==> config.mk <==
export PLATFORM = sky130hd
export DESIGN_NAME = fetch_stage
export DESIGN_NICKNAME = d
export VERILOG_FILES = /design/src/rtl/fetch_stage.sv
export SDC_FILE = /design/constraint.sdc
export NUM_CORES = 1
export LEC_CHECK = 0
export BUFFER_PORTS_ARGS = -buffer_cell sky130_fd_sc_hd__buf_2
export CORE_MARGIN = 2
export CORE_UTILIZATION = 40
export CTS_CLUSTER_SIZE = 30
export DETAILED_ROUTE_END_ITERATION = 12
export GPL_TIMING_DRIVEN = 0
export PLACE_DENSITY = 0.71
export REMOVE_ABC_BUFFERS = 1
export SLEW_MARGIN = 15
export SYNTH_ARGS = -nofsm -noshare
export SYNTH_HDL_FRONTEND = slang
export SYNTH_SLANG_ARGS = --single-unit
==> constraint.sdc <==
create_clock -name clk -period 7.5 [get_ports clk]
set_input_delay 0.75 -clock clk [delete_from_list [all_inputs] [get_ports clk]]
set_output_delay 0.75 -clock clk [all_outputs]
set_load 0.02 [all_outputs]
==> src/rtl/fetch_stage.sv <==
// -----------------------------------------------------------------------------
// fetch_stage
//
// Instruction-fetch stage of the multicycle CPU. It owns the program counter
// and drives it as a word address into a combinational instruction memory. It
// latches the returned word into the instruction register (IR), together with
// the address it came from. The IR is offered downstream with a valid/ready
// handshake. PC-relative branch and jump redirects from execute are applied
// while an instruction is held.
//
// Optional feature: define FETCH_PERF_CNT_EN to add two 32-bit performance
// counters (captures and redirects taken). Without the macro those ports and
// their logic do not exist, and fetch behaviour is unchanged.
//
// Ports
//   clk            in   1   rising-edge clock
//   rst_n          in   1   asynchronous active-low reset
//   run            in   1   leave IDLE and start fetching (sampled in IDLE)
//   stall          in   1   suppress the capture while in FETCH
//   imem_pc        out  32  word address to instruction memory (= pc_q)
//   imem_instr     in   32  instruction word for imem_pc (combinational)
//   ir             out  32  latched instruction
//   ir_pc          out  32  address ir was fetched from
//   ir_valid       out  1   ir/ir_pc hold an unconsumed instruction
//   ir_ready       in   1   downstream accepts ir this cycle
//   redirect       in   1   take a control transfer relative to ir_pc
//   redirect_jump  in   1   0: branch, imm16 = ir[15:0]; 1: jump, imm26 = ir[25:0]
//   perf_fetch_cnt out  32  instructions captured   (FETCH_PERF_CNT_EN only)
//   perf_redir_cnt out  32  redirects taken         (FETCH_PERF_CNT_EN only)
// -----------------------------------------------------------------------------
module fetch_stage #(
   parameter logic [31:0] RESET_PC = 32'h0000_0000
) (
   input  logic        clk,
   input  logic        rst_n,
   input  logic        run,
   input  logic        stall,
   output logic [31:0] imem_pc,
   input  logic [31:0] imem_instr,
   output logic [31:0] ir,
   output logic [31:0] ir_pc,
   output logic        ir_valid,
   input  logic        ir_ready,
   input  logic        redirect,
   input  logic        redirect_jump
`ifdef FETCH_PERF_CNT_EN
   ,
   output logic [31:0] perf_fetch_cnt,
   output logic [31:0] perf_redir_cnt
`endif
);

   typedef enum logic [1:0] {
      ST_IDLE  = 2'd0,
      ST_FETCH = 2'd1,
      ST_VALID = 2'd2
   } state_t;

   state_t      state_q, state_d;
   logic [31:0] pc_q, pc_d;
   logic [31:0] ir_q, ir_d;
   logic [31:0] ir_pc_q, ir_pc_d;

   // Single-cycle event strobes shared with the optional counters.
   logic        fetch_evt;
   logic        redir_evt;

   logic [31:0] redir_offset;
   logic [31:0] redir_target;

   // Offset is taken from the held IR, so the target is known as soon as the
   // instruction is valid. Target is relative to the instruction after ir_pc;
   // all arithmetic wraps modulo 2^32.
   always_comb begin
      if (redirect_jump) begin
         redir_offset = {{6{ir_q[25]}}, ir_q[25:0]};
      end else begin
         redir_offset = {{16{ir_q[15]}}, ir_q[15:0]};
      end
      redir_target = ir_pc_q + 32'd1 + redir_offset;
   end

   always_comb begin
      state_d   = state_q;
      pc_d      = pc_q;
      ir_d      = ir_q;
      ir_pc_d   = ir_pc_q;
      fetch_evt = 1'b0;
      redir_evt = 1'b0;

      case (state_q)
         ST_IDLE: begin
            if (run) begin
               state_d = ST_FETCH;
            end
         end

         ST_FETCH: begin
            if (!stall) begin
               ir_d      = imem_instr;
               ir_pc_d   = pc_q;
               pc_d      = pc_q + 32'd1;
               state_d   = ST_VALID;
               fetch_evt = 1'b1;
            end
         end

         ST_VALID: begin
            // A redirect consumes the IR on its own, whatever ir_ready says.
            if (redirect) begin
               pc_d      = redir_target;
               state_d   = ST_FETCH;
               redir_evt = 1'b1;
            end else if (ir_ready) begin
               // pc_q already points past ir_pc from the capture.
               state_d = ST_FETCH;
            end
         end

         default: begin
            state_d = ST_IDLE;
         end
      endcase
   end

   always_ff @(posedge clk or negedge rst_n) begin
      if (!rst_n) begin
         state_q <= ST_IDLE;
         pc_q    <= RESET_PC;
         ir_q    <= 32'd0;
         ir_pc_q <= 32'd0;
      end else begin
         state_q <= state_d;
         pc_q    <= pc_d;
         ir_q    <= ir_d;
         ir_pc_q <= ir_pc_d;
      end
   end

   assign imem_pc  = pc_q;
   assign ir       = ir_q;
   assign ir_pc    = ir_pc_q;
   assign ir_valid = (state_q == ST_VALID);

`ifdef FETCH_PERF_CNT_EN
   logic [31:0] fetch_cnt_q, fetch_cnt_d;
   logic [31:0] redir_cnt_q, redir_cnt_d;

   always_comb begin
      fetch_cnt_d = fetch_cnt_q;
      redir_cnt_d = redir_cnt_q;
      if (fetch_evt) begin
         fetch_cnt_d = fetch_cnt_q + 32'd1;
      end
      if (redir_evt) begin
         redir_cnt_d = redir_cnt_q + 32'd1;
      end
   end

   always_ff @(posedge clk or negedge rst_n) begin
      if (!rst_n) begin
         fetch_cnt_q <= 32'd0;
         redir_cnt_q <= 32'd0;
      end else begin
         fetch_cnt_q <= fetch_cnt_d;
         redir_cnt_q <= redir_cnt_d;
      end
   end

   assign perf_fetch_cnt = fetch_cnt_q;
   assign perf_redir_cnt = redir_cnt_q;
`endif

endmodule

==> results.md <==
* # DRC at 0
* Arrival time worst endpoint at 4150 ps
* Final wirelength at 17,900 um
* Seq cells post-synth at just under 100
* Crit path kind: reg -> reg
* Maximum clock insertion buffer count at 2
* First-pass GRT wire length at 28,800 um
* Fmax achieved at 253 MHz
* Setup TNS Final at 0 ps
* Worst Skew at 5.06 ps
* Power Density at 511 nW/um^2
* Synth Flop Type: dfrtp_1
* WP data required at 7700 ps
* Vias/cell at 5.48
* Status: finished, final reports clean
* Number of synthesized flops with an enable pin at 0
* Initial antenna violation count at 0
* Number of global-route vias before repair at ~5,600
* Max-slew violation count at 0
* Port Buf Inserts at 135
* Post-layout util at 48.5%
* Most frequent cells in the layout: nand2_1, buf_2, dfrtp_1, a21oi_1, o21ai_0
* Placed cells at 1,091
* Clk slew on worst S/H paths at 70 ps
* Fin crit share at 52.6%
* Nets at 963
* CP Capture Type: flop
* ANT nets after route at 0
* Dpl hpwl at approximately 13,000 um
* Vias post-DR at just over 6,000
* TritonCTS clock tree: yes
* Mapped Area at approximately 6300 um^2
* Drt first-iter violations at 414
* Core Region at 15,300 um^2
* Netlist cell types at 75
* Static Leak at 3.66 nW
* Clk sinks at 98
* Sequential share of the synthesized area at 38.9%
* Setup Buffers After CTS at 0
* Die Height at 129 um
* Hold-fix buffers, CTS at 0
* Mean area per synthesized cell at 8.06 um^2
* Tightest Pin Transition at 884 ps
* Cell count after synthesis at 781
* N_diodes at 0
* CTS root buffer: clkbuf_16
* Slew margin rel. at between 40 and 50%
* Area Growth Syn to Fin at 17.9%
* Commonest non-fill, non-tap cell in the layout: nand2_1
* CTS buffer count at 9
* Post-route insts no fill at 1,107
* Max-cap viol count at 0
* Min cycle time layout at 3950 ps
* Async set-reset flop share out of synthesis at 100%
* Tot Pwr at roughly 0.0038 W
* Die Area at 16,800 um^2
* Setup violators final at 0
* WL/cell at 16.1 um
* Filler cells at 1,549
* Layout cell share with drive strength beyond 1 at ~19%
* Worst-path maximum fanout at 32
* GRT Util Overall at 21.8%
* Worst-Skew Late Latency at 350 ps
* Die width at 129 um
* Initial Util at 41.1%
* DRT Pass-1 Iters at 5
* Placer congestion estimate at 0.850
* Post-CTS sizing at 0
* VDD IR max at 0.000214 V
* HP Class: in -> async
* YS warnings at 0
* Fin. Hold Viols at 0
* Site Rows at 45
* H-tree depth at 3
* Ports at around 140
* Worst setup SP type: flop
* Total gr overflow at 0
* Unrepaired setup endpoints after global routing: false
* Largest net degree at the start of global routing at 71
[logic make-up after synthesis]
kind of cell / share of synthesized area (%)
and+or+nand+nor: 25.5
AOI/OAI and AO/OA: 20.2
DFF: 38.9
buffers and inverters: 3.93
adders and majority gates: 6.67
xor gates and xnor gates: 3.48
muxes: 1.33
[registers in the layout, indices dropped and copies added, names as in the netlist]
signal,flops
imem_pc,32
ir,32
ir_pc,32
state_q,2
[through the flow]
stage                     hold slack [ps]  instance area (um^2)  setup slack (ps)
after global routing                  277                  7430              3310
after global placement                459                  7030               352
after CTS                             271                  7420              3000
after detailed placement              458                  7140              3030
after floorplan                       454                  6090              3170
final                                 266                  7430              3550
[power breakdown]
part,internal (W),switching [W]
Sequential,0.000778,0.000287
Clock,0.000252,0.000202
Combinational,0.000838,0.00144
[cell usage after synthesis (all sizes together), types with 4 or more instances]
cell type	instances	share of area (%)
nand2	240	14
dfrtp	98	39
a21oi	60	4.8
o21ai	50	4.0
nor2	40	2.4
ha	32	6.4
clkbuf	28	2.0
nand3	25	2.0
xor2	15	2.1
nand4	14	1.4
a21o	12	1.5
buf	11	1.2
xnor2	10	1.4
a31oi	9	0.99
inv	9	0.54
o211ai	8	0.95
and3	7	0.70
nor3	7	0.56
a211oi	6	0.79
nor2b	6	0.60
and2	5	0.50
mux2i	5	0.79
nand2b	5	0.50
o21a	5	0.60
o22ai	5	0.50
nor4	4	0.50
o21bai	4	0.54
[area by class of cell]
cell class | instances | area [um^2] | area share (%)
Sequential cell | 98 | 2450 | 33.0
Timing Repair Buffer | 139 | 777 | 10.5
Multi-Input combinational cell | 633 | 3610 | 48.6
Clock buffer | 14 | 274 | 3.69
Tap cell | 211 | 264 | 3.56
Clock inverter | 2 | 10.0 | 0.135
Inverter | 10 | 37.5 | 0.505
[per-layer routing]
| metal | GRT usage, % | vias up | part of all wire, % |
|---|---|---|---|
| li1 | - | 2980 | - |
| met3 | 3.67 | 20 | 5.6 |
| met2 | 33.6 | 194 | 44 |
| met1 | 31.5 | 2875 | 48 |
| met5 | 0 | - | 0 |
| met4 | 6.33 | 0 | 1.5 |
[worst max-delay path, cell delays in order, from the launching register on]
cell      delay (ps)
dfrtp_1          440
nand2b_2         600
clkinv_1         870
nand2_1          860
nand2_1          560
a32oi_1          350
o21ai_0          100
[final timing paths]
kind,start,end,slack (ps),depth (start not counted)
max reg2reg,state_q[0],imem_pc[9],3550,6
min reg2reg,ir[27],ir[27],470,2
min,rst_n,ir[0],270,1
max,state_q[0],imem_pc[9],3550,6
max in group asynchronous,rst_n,ir[29],6590,2
min in group clk,ir[27],ir[27],470,2
Power figures use the tool's default switching activity.
